===== src/rtl/imem_fetch_ctrl_pkg.sv =====
// Shared types and constants for the instruction-fetch controller.
// Holds the fetch state encoding, the NOP word bit and a saturating counter helper.
package imem_fetch_ctrl_pkg;

    typedef enum logic [1:0] {
        ST_IDLE = 2'd0,
        ST_RUN  = 2'd1,
        ST_DONE = 2'd2
    } fetch_state_e;

    localparam int FETCH_CNT_W = 16;

    // A NOP is the all-zero instruction word; replicate this bit to any word width.
    localparam logic NOP_BIT = 1'b0;

    function automatic logic [FETCH_CNT_W-1:0] sat_inc(input logic [FETCH_CNT_W-1:0] v);
        logic [FETCH_CNT_W-1:0] r;
        r = (v == {FETCH_CNT_W{1'b1}}) ? v : v + {{(FETCH_CNT_W-1){1'b0}}, 1'b1};
        return r;
    endfunction

endpackage


===== src/rtl/imem_fetch_ctrl.sv =====
// Sequential instruction fetch controller in front of a 1-cycle-latency instruction memory.
// Supports start/restart, stall (re-present), redirect (flush + new stream) and a terminal address.
module imem_fetch_ctrl
    import imem_fetch_ctrl_pkg::*;
#(
    parameter int ADDR_WIDTH = 10,
    parameter int DATA_WIDTH = 32,
    parameter int START_ADDR = 0,
    parameter int LAST_ADDR  = 37
) (
    input  logic                   clk,
    input  logic                   rst_n,
    input  logic                   start,
    input  logic                   stall,
    input  logic                   redirect,
    input  logic [ADDR_WIDTH-1:0]  redirect_target,
    output logic [ADDR_WIDTH-1:0]  imem_addr,
    input  logic [DATA_WIDTH-1:0]  imem_data,
    output logic [DATA_WIDTH-1:0]  instr_out,
    output logic                   instr_valid,
    output logic [ADDR_WIDTH-1:0]  instr_pc,
    output logic                   done,
    output logic [15:0]            fetch_count
);

    localparam logic [ADDR_WIDTH-1:0] START_A = ADDR_WIDTH'(START_ADDR);
    localparam logic [ADDR_WIDTH-1:0] LAST_A  = ADDR_WIDTH'(LAST_ADDR);
    localparam logic [ADDR_WIDTH-1:0] ONE_A   = ADDR_WIDTH'(1);

    fetch_state_e                 state_q, state_d;
    logic [ADDR_WIDTH-1:0]        pc_q, pc_d;
    logic [ADDR_WIDTH-1:0]        issued_pc_q, issued_pc_d;
    logic                         issued_valid_q, issued_valid_d;
    logic [FETCH_CNT_W-1:0]       fetch_count_q, fetch_count_d;

    logic [ADDR_WIDTH-1:0]        issue_addr;
    logic                         issue_en;
    logic                         present_valid;
    logic                         last_delivering;

    // A redirect squashes whatever is on the output this cycle.
    assign present_valid   = issued_valid_q & ~redirect;
    assign last_delivering = issued_valid_q && (issued_pc_q == LAST_A);

    // State register
    always_ff @(posedge clk) begin
        if (!rst_n) begin
            state_q        <= ST_IDLE;
            pc_q           <= START_A;
            issued_pc_q    <= '0;
            issued_valid_q <= 1'b0;
            fetch_count_q  <= '0;
        end else begin
            state_q        <= state_d;
            pc_q           <= pc_d;
            issued_pc_q    <= issued_pc_d;
            issued_valid_q <= issued_valid_d;
            fetch_count_q  <= fetch_count_d;
        end
    end

    // Next-state logic
    always_comb begin
        state_d = state_q;
        case (state_q)
            ST_IDLE, ST_DONE: begin
                if (start) begin
                    state_d = ST_RUN;
                end
            end
            ST_RUN: begin
                if (!redirect && !stall && last_delivering) begin
                    state_d = ST_DONE;
                end
            end
            default: state_d = ST_IDLE;
        endcase
    end

    // Issue, PC and counter logic
    always_comb begin
        issue_addr    = '0;
        issue_en      = 1'b0;
        pc_d          = pc_q;
        fetch_count_d = fetch_count_q;
        case (state_q)
            ST_IDLE, ST_DONE: begin
                // After the final delivery the address bus parks on the last issued address.
                if (state_q == ST_DONE) begin
                    issue_addr = issued_pc_q;
                end
                if (start) begin
                    issue_addr    = START_A;
                    issue_en      = 1'b1;
                    pc_d          = START_A + ONE_A;
                    fetch_count_d = '0;
                end
            end
            ST_RUN: begin
                if (redirect) begin
                    issue_addr = redirect_target;
                    issue_en   = 1'b1;
                    pc_d       = redirect_target + ONE_A;
                end else if (stall) begin
                    issue_addr = issued_pc_q;
                    issue_en   = issued_valid_q;
                end else if (last_delivering) begin
                    issue_addr = issued_pc_q;
                    issue_en   = 1'b0;
                end else begin
                    issue_addr = pc_q;
                    issue_en   = 1'b1;
                    pc_d       = pc_q + ONE_A;
                end
                if (present_valid && !stall) begin
                    fetch_count_d = sat_inc(fetch_count_q);
                end
            end
            default: begin
                issue_addr = '0;
                issue_en   = 1'b0;
            end
        endcase
        issued_pc_d    = issue_addr;
        issued_valid_d = issue_en;
    end

    // Outputs are forced quiet while reset is asserted.
    always_comb begin
        imem_addr   = rst_n ? issue_addr : '0;
        instr_valid = rst_n & present_valid;
        instr_pc    = rst_n ? issued_pc_q : '0;
        instr_out   = (rst_n && present_valid) ? imem_data : {DATA_WIDTH{NOP_BIT}};
        done        = (state_q == ST_DONE);
        fetch_count = fetch_count_q;
    end

endmodule


===== config.mk =====
export PLATFORM = sky130hd
export DESIGN_NAME = imem_fetch_ctrl
export DESIGN_NICKNAME = d
export VERILOG_FILES = /design/src/rtl/imem_fetch_ctrl_pkg.sv /design/src/rtl/imem_fetch_ctrl.sv
export SDC_FILE = /design/constraint.sdc
export NUM_CORES = 1
export LEC_CHECK = 0
export ABC_AREA = 0
export CAP_MARGIN = 5
export CORE_ASPECT_RATIO = 1.75
export CORE_MARGIN = 2
export CORE_UTILIZATION = 45
export DETAILED_ROUTE_END_ITERATION = 12
export MAX_ROUTING_LAYER = met4
export PLACE_DENSITY = 0.83
export SLEW_MARGIN = 20
export SYNTH_ARGS = -nofsm -noshare
export SYNTH_HDL_FRONTEND = slang
export SYNTH_SLANG_ARGS = --single-unit

===== constraint.sdc =====
create_clock -name clk -period 5.6 [get_ports clk]
set_clock_uncertainty 0.2 [all_clocks]
set_input_delay 0.84 -clock clk [delete_from_list [all_inputs] [get_ports clk]]
set_output_delay 0.84 -clock clk [all_outputs]
set_load 0.01 [all_outputs]

# Word-level counts from Yosys, hierarchy flattened

Cells that the tools add are included.

Output and inout port bits: 70
Logic and storage cells: 60
Input port bits: 47
Register bits: 39

Muxes and demuxes: 26
Bitwise logic cells: 3
Reductions and logical operators: 13
Add/subtract/negate cells: 3
Eq/ne operators: 10

Operator list:

| operator                | count |
|---|---|
| $mux W10                | 11 |
| $mux W16                | 3 |
| $pmux W10 S2            | 2 |
| $mux W32                | 1 |
| $pmux W16 S2            | 1 |
| $add A10 B1 Y10 const B | 2 |
| $add A16 B1 Y16 const B | 1 |
| $eq A16 B16 Y1 const B  | 1 |
| $eq A10 B6 Y1 const B   | 1 |
| $ne A2 B2 Y1 const B    | 4 |
| $reduce_and A4 Y1       | 2 |
| $ne A3 B3 Y1 const B    | 2 |
| $logic_and A1 B1 Y1     | 5 |
| $mux W1                 | 4 |
| $mux W2                 | 2 |
| $pmux W2 S2             | 1 |
| $and A1 B1 Y1           | 2 |
| $eq A2 B1 Y1 const B    | 1 |
| $eq A2 B2 Y1 const B    | 1 |
| $logic_not A1 Y1        | 2 |
| $logic_not A2 Y1        | 1 |
| $pmux W1 S2             | 1 |
| $reduce_and A2 Y1       | 1 |
| $reduce_bool A2 Y1      | 1 |
| 2 further kinds         | 2 |

# Longest topological paths before layout

Depth in word-level cells: 7
Depth in mapped cells: 9
Gate-level depth less buffers: 6

# Least setup slack after synthesis

OpenSTA, ideal clock, no wires.

Path kind: input port to output port
From: input port redirect
To: output port imem_addr[6]
Buffers on the path: 4
Data arrival time: 1,957 ps
Data required time: 4,560 ps
Slack: 2,603 ps
Cell stages on the path: 6
Path through: buf_6 > buf_2 > buf_2 > buf_2 > a221oi_1 > o21ai_0

Longest elaborated chain between the ends: 3

RTL lines:

| what         | line                   | source |
|---|---|---|
| from (decl)  | imem_fetch_ctrl.sv:15  | `input logic redirect,` |
| $mux W10     | imem_fetch_ctrl.sv:100 | `if (redirect) begin` |
| $pmux W10 S2 | imem_fetch_ctrl.sv:86  | `case (state_q)` |
| $mux W10     | n/a                    |  |
| to (decl)    | imem_fetch_ctrl.sv:17  | `output logic [ADDR_WIDTH-1:0] imem_addr,` |

No other way between the ends.

# Worst setup path after layout

From: input port stall
To: output port imem_addr[4]

Longest elaborated chain between the ends: 4

RTL lines:

| what         | line                   | source |
|---|---|---|
| from (decl)  | imem_fetch_ctrl.sv:14  | `input logic stall,` |
| $mux W10     | imem_fetch_ctrl.sv:104 | `end else if (stall) begin` |
| $mux W10     | imem_fetch_ctrl.sv:100 |  |
| $pmux W10 S2 | imem_fetch_ctrl.sv:86  |  |
| $mux W10     | n/a                    |  |

No other way between the ends.

==> results.sh <==
export IMPL_critPathMaxStageDelay_ns=0.63
export IMPL_hpwlAfterDp_microns=6220
export IMPL_synthXorXnorAreaFrac_pct=5.55
export IMPL_path_common_cell="clkdlybuf4s50_1"
export IMPL_grt_max_degree=35
export IMPL_synth_async_reset_ratio_pct=0
export IMPL_synth_common_cells="and2_1, dfxtp_1, nand2_1"
export IMPL_vias_per_cell=5.55
export IMPL_setup_tns_final_ns=0
export IMPL_synth_most_common_cell="and2_1"
export IMPL_synthAdderAreaFrac_pct=0.991
export IMPL_wl_met2_microns=4390
export IMPL_drc=0
export IMPL_ios=117
export IMPL_drt_iter0_drc=126
export IMPL_rows=36
export IMPL_slowest_stage="clkdlybuf4s50_1"
export IMPL_gp_congestion=0.943
export IMPL_wl_per_cell_microns=16.2
export IMPL_yosys_area_top_type="dfxtp_1"
export IMPL_synth_seq_cells=39
export IMPL_setup_violations=0
export IMPL_core_area_sq_um=5500
export IMPL_start_kind="input port"
export IMPL_post_cts_setup_buffers=0
export IMPL_endpoint_kind="output port"
export IMPL_finalMaxSlewViolations=0
export IMPL_final_nets=464
export IMPL_syn_nets=356
export IMPL_critical_path_max_fanout=8
export IMPL_synth_ff_type="dfxtp_1"
export IMPL_cts_repair_resize_count=0
export IMPL_finalCriticalPeriod_ns=4.11
export IMPL_antenna_left=0
export IMPL_synth_edf_count=0
export IMPL_cts_root_buf="clkbuf_8"
export IMPL_port_buffers=116
export IMPL_drv_cap=0
export IMPL_cts_hold_buf=0
export IMPL_highest_layer="met4"
export IMPL_place_ws_ns=1.46
export IMPL_tritoncts="built"
export IMPL_leakagePower_nw=1.34
export IMPL_yosysUniqueCellTypes=50
export IMPL_grt_usage_pct=26.4
export IMPL_grt_remaining_overflow=0
export IMPL_synth_area_sq_um=2520
export IMPL_outcome="finished, final reports clean"
export IMPL_synth_cells=307
export IMPL_cts_clk_slew_worst_paths_ns=0.07
export IMPL_fin_crit_sh_pct=73.4
export IMPL_syn2layout_area_growth_pct=51.0
export IMPL_peakVddDrop_uv=159
export IMPL_wl_microns=7980
export IMPL_layout_setup_ws_ns=1.49
export IMPL_ys_seq_area_share_pct=30.9
export IMPL_wl_met1_microns=2810
export IMPL_synthTopCellsByArea="dfxtp_1, and2_1, nand2_1"
export IMPL_synth_mux_area_share_pct=4.21
export IMPL_start_util_pct=45.9
export IMPL_synth_top_family_by_area="simple AND/OR/NAND/NOR gates"
export IMPL_rsz0062_at_grt="false"
export IMPL_clock_tree_buffer_depth=2
export IMPL_fmax_mhz=243
export IMPL_grt_first_pass_wirelength_microns=12200
export IMPL_crit_type="input port to output port"
export IMPL_grt_pass1_vias=2554
export IMPL_antenna_found_initial=0
export IMPL_synth_compound_area_share_pct=18.1
export IMPL_synth_simple_gate_area_share_pct=35.6
export IMPL_firstDrtPassIters=4
export IMPL_path_cells="clkdlybuf4s50_1 > a41oi_4 > and3_1 > a21oi_1 > nor2_1 > clkdlybuf4s50_1"
export IMPL_diodes=0
export IMPL_hp_class="flop to flop"
export IMPL_hold_viol=0
export IMPL_fp_dieH_microns=103
export IMPL_tightest_slew_ns=0.773
export IMPL_yosysWarningCount=0
export IMPL_synth_avg_cell_area_sq_um=8.22
export IMPL_fp_dieW_microns=60.6
export IMPL_critPathArrivalTime_ns=3.07
export IMPL_htreeDepth=2
export IMPL_worst_endpoint_required_ns=4.56
export IMPL_numCtsBuffers=5
export IMPL_dieArea_sq_um=6250
export IMPL_maxSlewHeadroom_pct=48.5
export IMPL_num_vias=2733
export IMPL_wl_met3_microns=442
export IMPL_cts_sinks=39
export IMPL_clk_latency_ns=0.29
export IMPL_final_layout_size_suffix_gt1_share_pct=5.77
export IMPL_power_density_nw_per_um2=172
export IMPL_synth_top_area_share_pct=30.9
-- registers in the layout (all words and copies together), names as in the netlist --
signal          count
fetch_count        16
issued_pc_q        10
issued_valid_q      1
pc_q               10
state_q             2
-- cell type report --
cell class,instances,area (sq um)
clock inverter,2,35.0
multi-input combinational,247,1630
fill,463,1680
timing repair buffer,118,1180
tap,76,95.1
inverter,4,15.0
clock buffer,6,82.6
sequential,39,781
-- stage by stage --
step           util, %  power (mW)  area (sq um)  cells  hold WS, ns
2_1_floorplan        -       0.352          2520    307        0.265
3_3_place_gp      67.2       0.412          3690    484        0.271
3_5_place_dp      67.2       0.414          3690    484        0.268
4_1_cts           69.4       0.658          3810    492        0.281
5_1_grt           69.4       0.681          3810    492        0.306
6_report          69.4       0.654          3810    492        0.289
-- layout by cell type, fill, tap and decap left out, drive strengths merged, types with 7 or more instances in the layout --
| cell | n |
|---|---|
| clkdlybuf4s50 | 116 |
| and2 | 49 |
| dfxtp | 39 |
| nand2 | 33 |
| nor2 | 19 |
| o21ai | 17 |
| nand3 | 13 |
| xnor2 | 13 |
| a21oi | 9 |
| nand4 | 7 |
-- report_power, final --
part	total, mW	leakage [nW]	internal [mW]	switching, mW
registers	0.292	0.316	0.284	0.00844
logic	0.117	0.967	0.0640	0.0526
clock network	0.245	0.0612	0.144	0.101
-- logic make-up (layout without fill, tap and decap cells) --
logic type	Yosys count	in the layout
buffers and inverters	21	130
AND/OR/NAND/NOR	156	156
AO/OA/AOI/OAI	63	63
multiplexers	10	10
XOR/XNOR	16	16
flip-flops	39	39
adder cells (fa/ha/maj)	2	2
-- critical path: cells and delay by family --
| kind | cells | cell delay [ns] |
|---|---|---|
| AO/OA/AOI/OAI | 2 | 0.51 |
| AND/OR/NAND/NOR | 2 | 0.48 |
| buffers and inverters | 2 | 1.23 |
-- metal layers --
metal  vias to the layer above  global-route usage (%)
met2                       117                    46.7
met1                      1271                    27.6
met5                         -                       -
li1                       1309                       -
met4                         0                    11.9
met3                        36                    4.27
-- final timing paths --
kind | from | endpoint | slack (ns) | cells past startpoint
setup reg to reg | state_q[0] | issued_pc_q[7] | 3.32 | 4
hold / removal | issued_pc_q[5] | issued_pc_q[5] | 0.29 | 2
setup / recovery | stall | imem_addr[4] | 1.49 | 6
hold reg to reg | issued_pc_q[5] | issued_pc_q[5] | 0.29 | 2
No activity file was read; power rests on OpenSTA's default activity.
